[config.mk]
export PLATFORM = sky130hd
export DESIGN_NAME = sub_sched
export DESIGN_NICKNAME = d
export VERILOG_FILES = /design/src/rtl/sub_sched.sv
export SDC_FILE = /design/constraint.sdc
export NUM_CORES = 1
export LEC_CHECK = 0
export BUFFER_PORTS_ARGS = -buffer_cell sky130_fd_sc_hd__buf_2
export CAP_MARGIN = 20
export CORE_MARGIN = 3
export CORE_UTILIZATION = 50
export CTS_BUF_LIST = sky130_fd_sc_hd__clkbuf_2 sky130_fd_sc_hd__clkbuf_4 sky130_fd_sc_hd__clkbuf_8
export CTS_CLUSTER_DIAMETER = 150
export DETAILED_ROUTE_END_ITERATION = 6
export HOLD_SLACK_MARGIN = 0.03
export PLACE_DENSITY_LB_ADDON = 0.12
export SLEW_MARGIN = 10
export SYNTH_ARGS = -nofsm -noshare
export SYNTH_HDL_FRONTEND = slang
export SYNTH_SLANG_ARGS = --single-unit
[constraint.sdc]
create_clock -name clk -period 3.5 [get_ports clk]
set_input_delay 0.175 -clock clk [delete_from_list [all_inputs] [get_ports clk]]
set_output_delay 0.175 -clock clk [all_outputs]
set_load 0.05 [all_outputs]
[src/rtl/sub_sched.sv]
`default_nettype none
// ============================================================================
//  Module      : sub_sched
//  Description : Round-robin scheduler in front of one shared signed
//                subtract/compare datapath. Each of N_REQ requesters offers
//                an operand pair (A, B) over a valid/ready handshake; the
//                winner's pair is latched, A-B and the signed G/E/L flags are
//                computed once, and the result is returned tagged with the
//                requester index over a valid/ready response port.
//
//  Ports       : clk        - clock, rising edge
//                rst        - synchronous active-high reset
//                req_valid  - [N_REQ]    per-requester request valid
//                req_ready  - [N_REQ]    per-requester grant (one-hot or zero)
//                req_a      - [N_REQ*W]  operand A, requester i at [i*W +: W]
//                req_b      - [N_REQ*W]  operand B, same packing
//                rsp_valid  - result valid
//                rsp_ready  - consumer accepts result
//                rsp_id     - [IDW] requester that owns the result
//                rsp_diff   - [W+1] sign-extended A-B
//                rsp_g/e/l  - A>B / A==B / A<B (signed)
//                busy       - high whenever not IDLE
//
//  Revision    : 1.0 - initial release
// ============================================================================
module sub_sched #(
    parameter int N_REQ = 4,
    parameter int W     = 4,
    parameter int IDW   = 2
) (
    input  logic                 clk,
    input  logic                 rst,
    input  logic [N_REQ-1:0]     req_valid,
    output logic [N_REQ-1:0]     req_ready,
    input  logic [N_REQ*W-1:0]   req_a,
    input  logic [N_REQ*W-1:0]   req_b,
    output logic                 rsp_valid,
    input  logic                 rsp_ready,
    output logic [IDW-1:0]       rsp_id,
    output logic [W:0]           rsp_diff,
    output logic                 rsp_g,
    output logic                 rsp_e,
    output logic                 rsp_l,
    output logic                 busy
);

    typedef enum logic [1:0] {
        S_IDLE = 2'd0,
        S_CALC = 2'd1,
        S_RESP = 2'd2
    } state_t;

    localparam logic [IDW-1:0] c_last_id = IDW'(N_REQ - 1);

    state_t            r_state;
    logic [IDW-1:0]    r_ptr;
    logic [IDW-1:0]    r_id;
    logic [W-1:0]      r_a;
    logic [W-1:0]      r_b;

    logic              w_found;
    logic [IDW-1:0]    w_win;
    logic [W-1:0]      w_a;
    logic [W-1:0]      w_b;
    logic              w_grant;

    // Round-robin search. Walking the offsets from the far end back towards
    // the pointer lets the candidate closest to r_ptr overwrite the others,
    // so the final value is the first valid requester at or after r_ptr.
    always_comb begin
        w_found = 1'b0;
        w_win   = '0;
        for (int k = N_REQ - 1; k >= 0; k--) begin
            logic [IDW-1:0] cand;
            cand = IDW'((int'(r_ptr) + k) % N_REQ);
            if (req_valid[cand]) begin
                w_found = 1'b1;
                w_win   = cand;
            end
        end
    end

    assign w_a     = req_a[w_win*W +: W];
    assign w_b     = req_b[w_win*W +: W];
    // rst masks the grant so no requester sees an accept that the reset
    // is about to discard.
    assign w_grant = (r_state == S_IDLE) && w_found && !rst;

    generate
        for (genvar gi = 0; gi < N_REQ; gi++) begin : g_ready
            assign req_ready[gi] = w_grant && (w_win == IDW'(gi));
        end
    endgenerate

    assign busy = (r_state != S_IDLE);

    always_ff @(posedge clk) begin
        if (rst) begin
            r_state   <= S_IDLE;
            r_ptr     <= '0;
            r_id      <= '0;
            r_a       <= '0;
            r_b       <= '0;
            rsp_valid <= 1'b0;
            rsp_id    <= '0;
            rsp_diff  <= '0;
            rsp_g     <= 1'b0;
            rsp_e     <= 1'b0;
            rsp_l     <= 1'b0;
        end else begin
            case (r_state)
                S_IDLE: begin
                    if (w_found) begin
                        r_a     <= w_a;
                        r_b     <= w_b;
                        r_id    <= w_win;
                        r_ptr   <= (w_win == c_last_id) ? '0 : w_win + 1'b1;
                        r_state <= S_CALC;
                    end
                end
                S_CALC: begin
                    // One extra bit of headroom makes the difference exact.
                    rsp_diff  <= {r_a[W-1], r_a} - {r_b[W-1], r_b};
                    rsp_g     <= ($signed(r_a) >  $signed(r_b));
                    rsp_e     <= (r_a == r_b);
                    rsp_l     <= ($signed(r_a) <  $signed(r_b));
                    rsp_id    <= r_id;
                    rsp_valid <= 1'b1;
                    r_state   <= S_RESP;
                end
                S_RESP: begin
                    if (rsp_ready) begin
                        rsp_valid <= 1'b0;
                        r_state   <= S_IDLE;
                    end
                end
                default: begin
                    r_state <= S_IDLE;
                end
            endcase
        end
    end

endmodule
`default_nettype wire

Word level (Yosys, flattened, before mapping) --
Cells that the tools add are included.
Operators by class: $add $sub $neg 5, magnitude comparators 6, equality and inequality tests 8, shift operators 2, mux-type cells 22, reduce and logical (&&, ||, !) cells 14
Operator list (count):
- indexed part select 16 x 5 -> 4 bit | 2
- 2-to-1 mux 2 bit | 7
- less-than comparator 2 x 3 -> 1 bit (second input constant) | 4
- 2-to-1 mux 1 bit | 9
- binary-select mux 1 bit (select 2 bit) | 4
- == test 2 bit (second input constant) | 3
- logical AND 1 bit | 6
- case mux 2 bit (3 select lines) | 1
- AND reduction 2 bit | 3
- subtractor 4 x 4 -> 5 bit | 1
- adder 2 x 1 -> 2 bit (second input constant) | 2
- adder 2 bit (second input constant) | 2
- == test 2 x 1 -> 1 bit (second input constant) | 2
- == test 4 bit | 1
- > comparator 4 bit | 1
- zero test 2 bit | 2
- less-than comparator 4 bit | 1
- inequality test 2 bit (second input constant) | 2
- nonzero test 2 bit | 2
- case mux 1 bit (2 select lines) | 1
- zero test 1 bit | 1
Storage, ports and cells: bits in registers 25, bits of input ports 39, output and inout port bits 16, word-level logic and storage cells 68

Logic depth before layout (Yosys ltp) --
depth in word-level cells 10, depth in mapped cells 8, depth with buffers taken out 7

Worst setup path after synthesis --
Ideal clock, no wire load.
kind register to output, start register r_state[1], end output req_ready[0], data arrival time 1679 ps, data required time 3325 ps, setup slack 1646 ps, stages on the path, launching flop included 6, path buffers 1, cells stage by stage dfxtp_1 or2_1 a31o_1 buf_6 nor2_8 and2_1
Between the ends: cells in the longest elaborated chain, start to end 4
RTL lines:
- start, declared | RTL line 55 | state_t r_state;
- start signal, assigned | RTL line 99 | r_state <= S_IDLE;
- start signal, assigned | RTL line 118 | r_state <= S_CALC;
- start signal, assigned | RTL line 129 | r_state <= S_RESP;
- zero test 2 bit | RTL line 87 | assign w_grant = (r_state == S_IDLE) && w_found && !rst;
- logical AND 1 bit (2 in series) | RTL line 87
- logical AND 1 bit | RTL line 91 | assign req_ready[gi] = w_grant && (w_win == IDW'(gi));
- end, declared | RTL line 34 | output logic [N_REQ-1:0] req_ready,
No other way between the ends.

Worst setup path in the final report --
start register r_ptr[1], end output req_ready[1]
Between the ends: cells in the longest elaborated chain, start to end 10, elaborated cells on any way between the ends 23, classes of those cells add/sub (3); eq/ne (1); mux (16); reduce/logical (3)
RTL lines:
- start, declared | RTL line 56 | logic [IDW-1:0] r_ptr;
- start signal, assigned | RTL line 117 | r_ptr <= (w_win == c_last_id) ? '0 : w_win + 1'b1;
- adder 2 bit | RTL line 75 | cand = IDW'((int'(r_ptr) + k) % N_REQ);
- binary-select mux 1 bit (select 2 bit) | RTL line 76 | if (req_valid[cand]) begin
- 2-to-1 mux 1 bit (implied by the code) | RTL line 76
- 2-to-1 mux 1 bit (4 in series) | RTL line 76
- logical AND 1 bit (2 in series) | RTL line 87
- logical AND 1 bit * | RTL line 91
Every way passes the cells marked *; elsewhere a longest branch is shown, timed or not. The select of a mux whose other input is x is not followed.

==> flow_metrics.env <==
export IMPL_status="finished clean"
export IMPL_fill_cells=236
export IMPL_ir_drop_uv=532.5
export IMPL_io_pins=55
export IMPL_grt_antenna_before_repair=0
export IMPL_yosys_top_cells_area="dfxtp_1, mux2i_1, ha_1"
export IMPL_hold_viol_final=0
export IMPL_synth_cells=157
export IMPL_syn2layout_area_growth_pct=18.76
export IMPL_wl_um=3140
export IMPL_hold_depth=3
export IMPL_worst_slack_ps=1148
export IMPL_ys_warn_count=0
export IMPL_clk_path_buf_depth=2
export IMPL_dp_cells=233
export IMPL_drv_cap=0
export IMPL_syn_nets=205
export IMPL_finalSetupViolations=0
export IMPL_core_mm2=0.002613
export IMPL_grt_max_degree=26
export IMPL_cts_resized=0
export IMPL_cts_made_buffers=3
export IMPL_gr_total_overflow=0
export IMPL_power_leakage_nw=0.8123
export IMPL_hold_end="r_a[3]"
export IMPL_synth_edf_count=0
export IMPL_startpoint_type="register"
export IMPL_finalCritPeriodShare_pct=67.19
export IMPL_cp_arrival_ps=2180
export IMPL_drtIter0Drc=35
export IMPL_viasPerCell=5.380
export IMPL_start_util_pct=55.41
export IMPL_synth_compound_area_share_pct=17.55
export IMPL_dieArea_mm2=0.003577
export IMPL_reg2reg_depth=6
export IMPL_nNetsFinal=256
export IMPL_grt_first_pass_wirelength_um=5175
export IMPL_crit_fanout=20
export IMPL_vias=1275
export IMPL_drc=0
export IMPL_synth_top_family_by_area="simple AND/OR/NAND/NOR gates"
export IMPL_cts_tree="done"
export IMPL_syn_area_mm2=0.001448
export IMPL_yosys_area_share_xor_xnor_pct=0
export IMPL_clkLatencyLatePin_ps=310
export IMPL_synth_simple_area_share_pct=18.76
export IMPL_postPlaceCellArea_mm2=0.001689
export IMPL_hp_start="req_a[7]"
export IMPL_multi_input_area_um2=835.8
export IMPL_utilization_pct=65.80
export IMPL_dieWidth_um=59.81
export IMPL_grt_total_usage_pct=18.66
export IMPL_dp_hpwl_um=2429
export IMPL_die_h_um=59.81
export IMPL_finalNonFillerCells=237
export IMPL_tightest_slew_ps=804.1
export IMPL_synth_seq_area_share_pct=34.57
export IMPL_rsz0062_at_grt="false"
export IMPL_synth_top_area_share_pct=34.57
export IMPL_synth_top_cell_by_area="dfxtp_1"
export IMPL_synth_common_cells="dfxtp_1, mux2i_1, nor2_1, inv_1, a21oi_1"
export IMPL_slew_viol_final=0
export IMPL_tns_ps=0
export IMPL_cts_root_buf="clkbuf_4"
export IMPL_port_buffers=54
export IMPL_clock_sinks=25
export IMPL_gp_congestion=0.7807
export IMPL_synth_fa_ha_area_share_pct=8.297
export IMPL_drt_pass1_iter_count=4
export IMPL_skew_ps=2.260
export IMPL_postCtsSetupRepairBufs=0
export IMPL_clkTransAtPathRegs_ps=130
export IMPL_ant_nets=0
export IMPL_syn_avg_cell_area_um2=9.221
export IMPL_synth_most_common_cell="dfxtp_1"
export IMPL_synthMuxAreaShare_pct=13.14
export IMPL_synth_top_flop_cell="dfxtp_1"
export IMPL_path_class="register to output pin"
export IMPL_synthDistinctLibCells=36
export IMPL_fmax_mhz=425.2
export IMPL_grt_pass1_vias=1236
export IMPL_drive_gt1_share_pct=30.43
export IMPL_synth_async_reset_ratio_pct=0
export IMPL_hold_class="input port to register"
export IMPL_routedWlPerCell_um=13.25
export IMPL_core_rowCount=18
export IMPL_end_kind="output pin"
export IMPL_maxSlewHeadroom_pct=46.28
export IMPL_ys_ff_latch=25
export IMPL_r2r_start="r_ptr[1]"
export IMPL_critical_path_required_ps=3320
export IMPL_htree_levels=1
export IMPL_place_worst_setup_slack_ps=1487
export IMPL_fin_crit_ps=2352
export IMPL_fin_area_mm2=0.001719
export IMPL_reg2reg_setup_slack_ps=1710
export IMPL_seqCellArea_um2=500.5
export IMPL_hold_buffers=0
export IMPL_r2r_end="r_ptr[1]"
export IMPL_antenna_cells=0
export IMPL_power_density_mw_per_mm2=529.1
layer usage:
layer	GRT usage, %	wire length (um)	share of wire, %	vias to the layer above
met1	21.32	1267	40	577
met3	4.752	172	5.5	2
met2	35.34	1687	54	39
li1	-	-	-	657
met4	2.215	13	0.41	0
met5	0	0	0	-
per-stage QoR:
stage          total power, mW  hold slack (ps)
6_report                0.9097            162.8
5_1_grt                 0.9796            149.8
4_1_cts                 0.9186            154.8
3_5_place_dp            0.7811            443.2
3_3_place_gp            0.7661            438.2
2_1_floorplan           0.7046            257.0
state kept, by name, indices dropped and copies added (netlist names):
name       cells
r_a            4
rsp_e          1
rsp_l          1
r_b            4
r_ptr          2
rsp_g          1
r_id           2
rsp_diff       5
rsp_valid      1
r_state        2
rsp_id         2
kinds of logic after synthesis:
kind of cell    after synthesis
compound gates               36
buf+inv                      20
mux                          19
flops                        25
simple gates                 48
fa+ha+maj                     9
final cells by class:
type / instances / share of cell area (%)
Clock buffer: 4 / 1.747
Inverter: 12 / 2.620
Multi-Input combinational cell: 112 / 48.62
Sequential cell: 25 / 29.11
Tap cell: 30 / 2.183
Timing Repair Buffer: 54 / 15.72
layout by cell type, fill, tap and decap left out:
| master | synthesis | final |
|---|---|---|
| nand2_2 | 2 | 2 |
| a211oi_1 | 5 | 5 |
| a311oi_1 | 1 | 1 |
| o22a_2 | 1 | 1 |
| o31a_1 | 1 | 1 |
| nor2_1 | 14 | 14 |
| o21ai_0 | 3 | 3 |
| o221ai_1 | 8 | 8 |
| or2_1 | 1 | 1 |
| a31o_1 | 1 | 1 |
| a211o_1 | 1 | 1 |
| o21a_1 | 1 | 1 |
| dfxtp_1 | 25 | 25 |
| inv_1 | 12 | 12 |
| fa_1 | 1 | 1 |
| nor2_8 | 1 | 1 |
| ha_1 | 8 | 8 |
| nor2b_1 | 2 | 2 |
| nand3b_1 | 9 | 9 |
| nor3_1 | 1 | 1 |
| a21o_1 | 1 | 1 |
| nand4_1 | 1 | 1 |
| nand2_1 | 7 | 7 |
| clkbuf_4 | 0 | 4 |
| buf_2 | 1 | 54 |
| mux2i_1 | 19 | 19 |
| nand2b_1 | 4 | 4 |
| a21oi_1 | 11 | 11 |
| or2b_1 | 1 | 1 |
| a211o_2 | 1 | 1 |
| nand3_1 | 1 | 1 |
| o22ai_1 | 1 | 1 |
| and2_1 | 4 | 4 |
power breakdown:
| part | switching, mW | leakage (nW) | internal, mW |
|---|---|---|---|
| sequential | 0.0303 | 0.206 | 0.332 |
| combinational | 0.259 | 0.588 | 0.156 |
| clock | 0.0810 | 0.0184 | 0.0523 |
critical path: stages (launching register included):
cell     delay, ps
dfxtp_1        370
a21o_1         160
a21oi_1        130
o22a_2         520
inv_1          140
ha_1           220
and2_1         120
buf_2          200
worst max-delay path by stage:
| stage | startpoint | to | slack [ps] | depth (start not counted) |
|---|---|---|---|---|
| 2_1_floorplan | r_state[1] | req_ready[0] | 1650 | 5 |
| 3_3_place_gp | r_ptr[1] | req_ready[1] | 1560 | 7 |
| 3_5_place_dp | r_ptr[1] | req_ready[1] | 1490 | 7 |
| 4_1_cts | r_ptr[1] | req_ready[1] | 1120 | 7 |
| 5_1_grt | r_ptr[1] | req_ready[0] | 970 | 7 |
| 6_report | r_ptr[1] | req_ready[1] | 1150 | 7 |
Note: power is estimated with default switching activity, not from simulation.
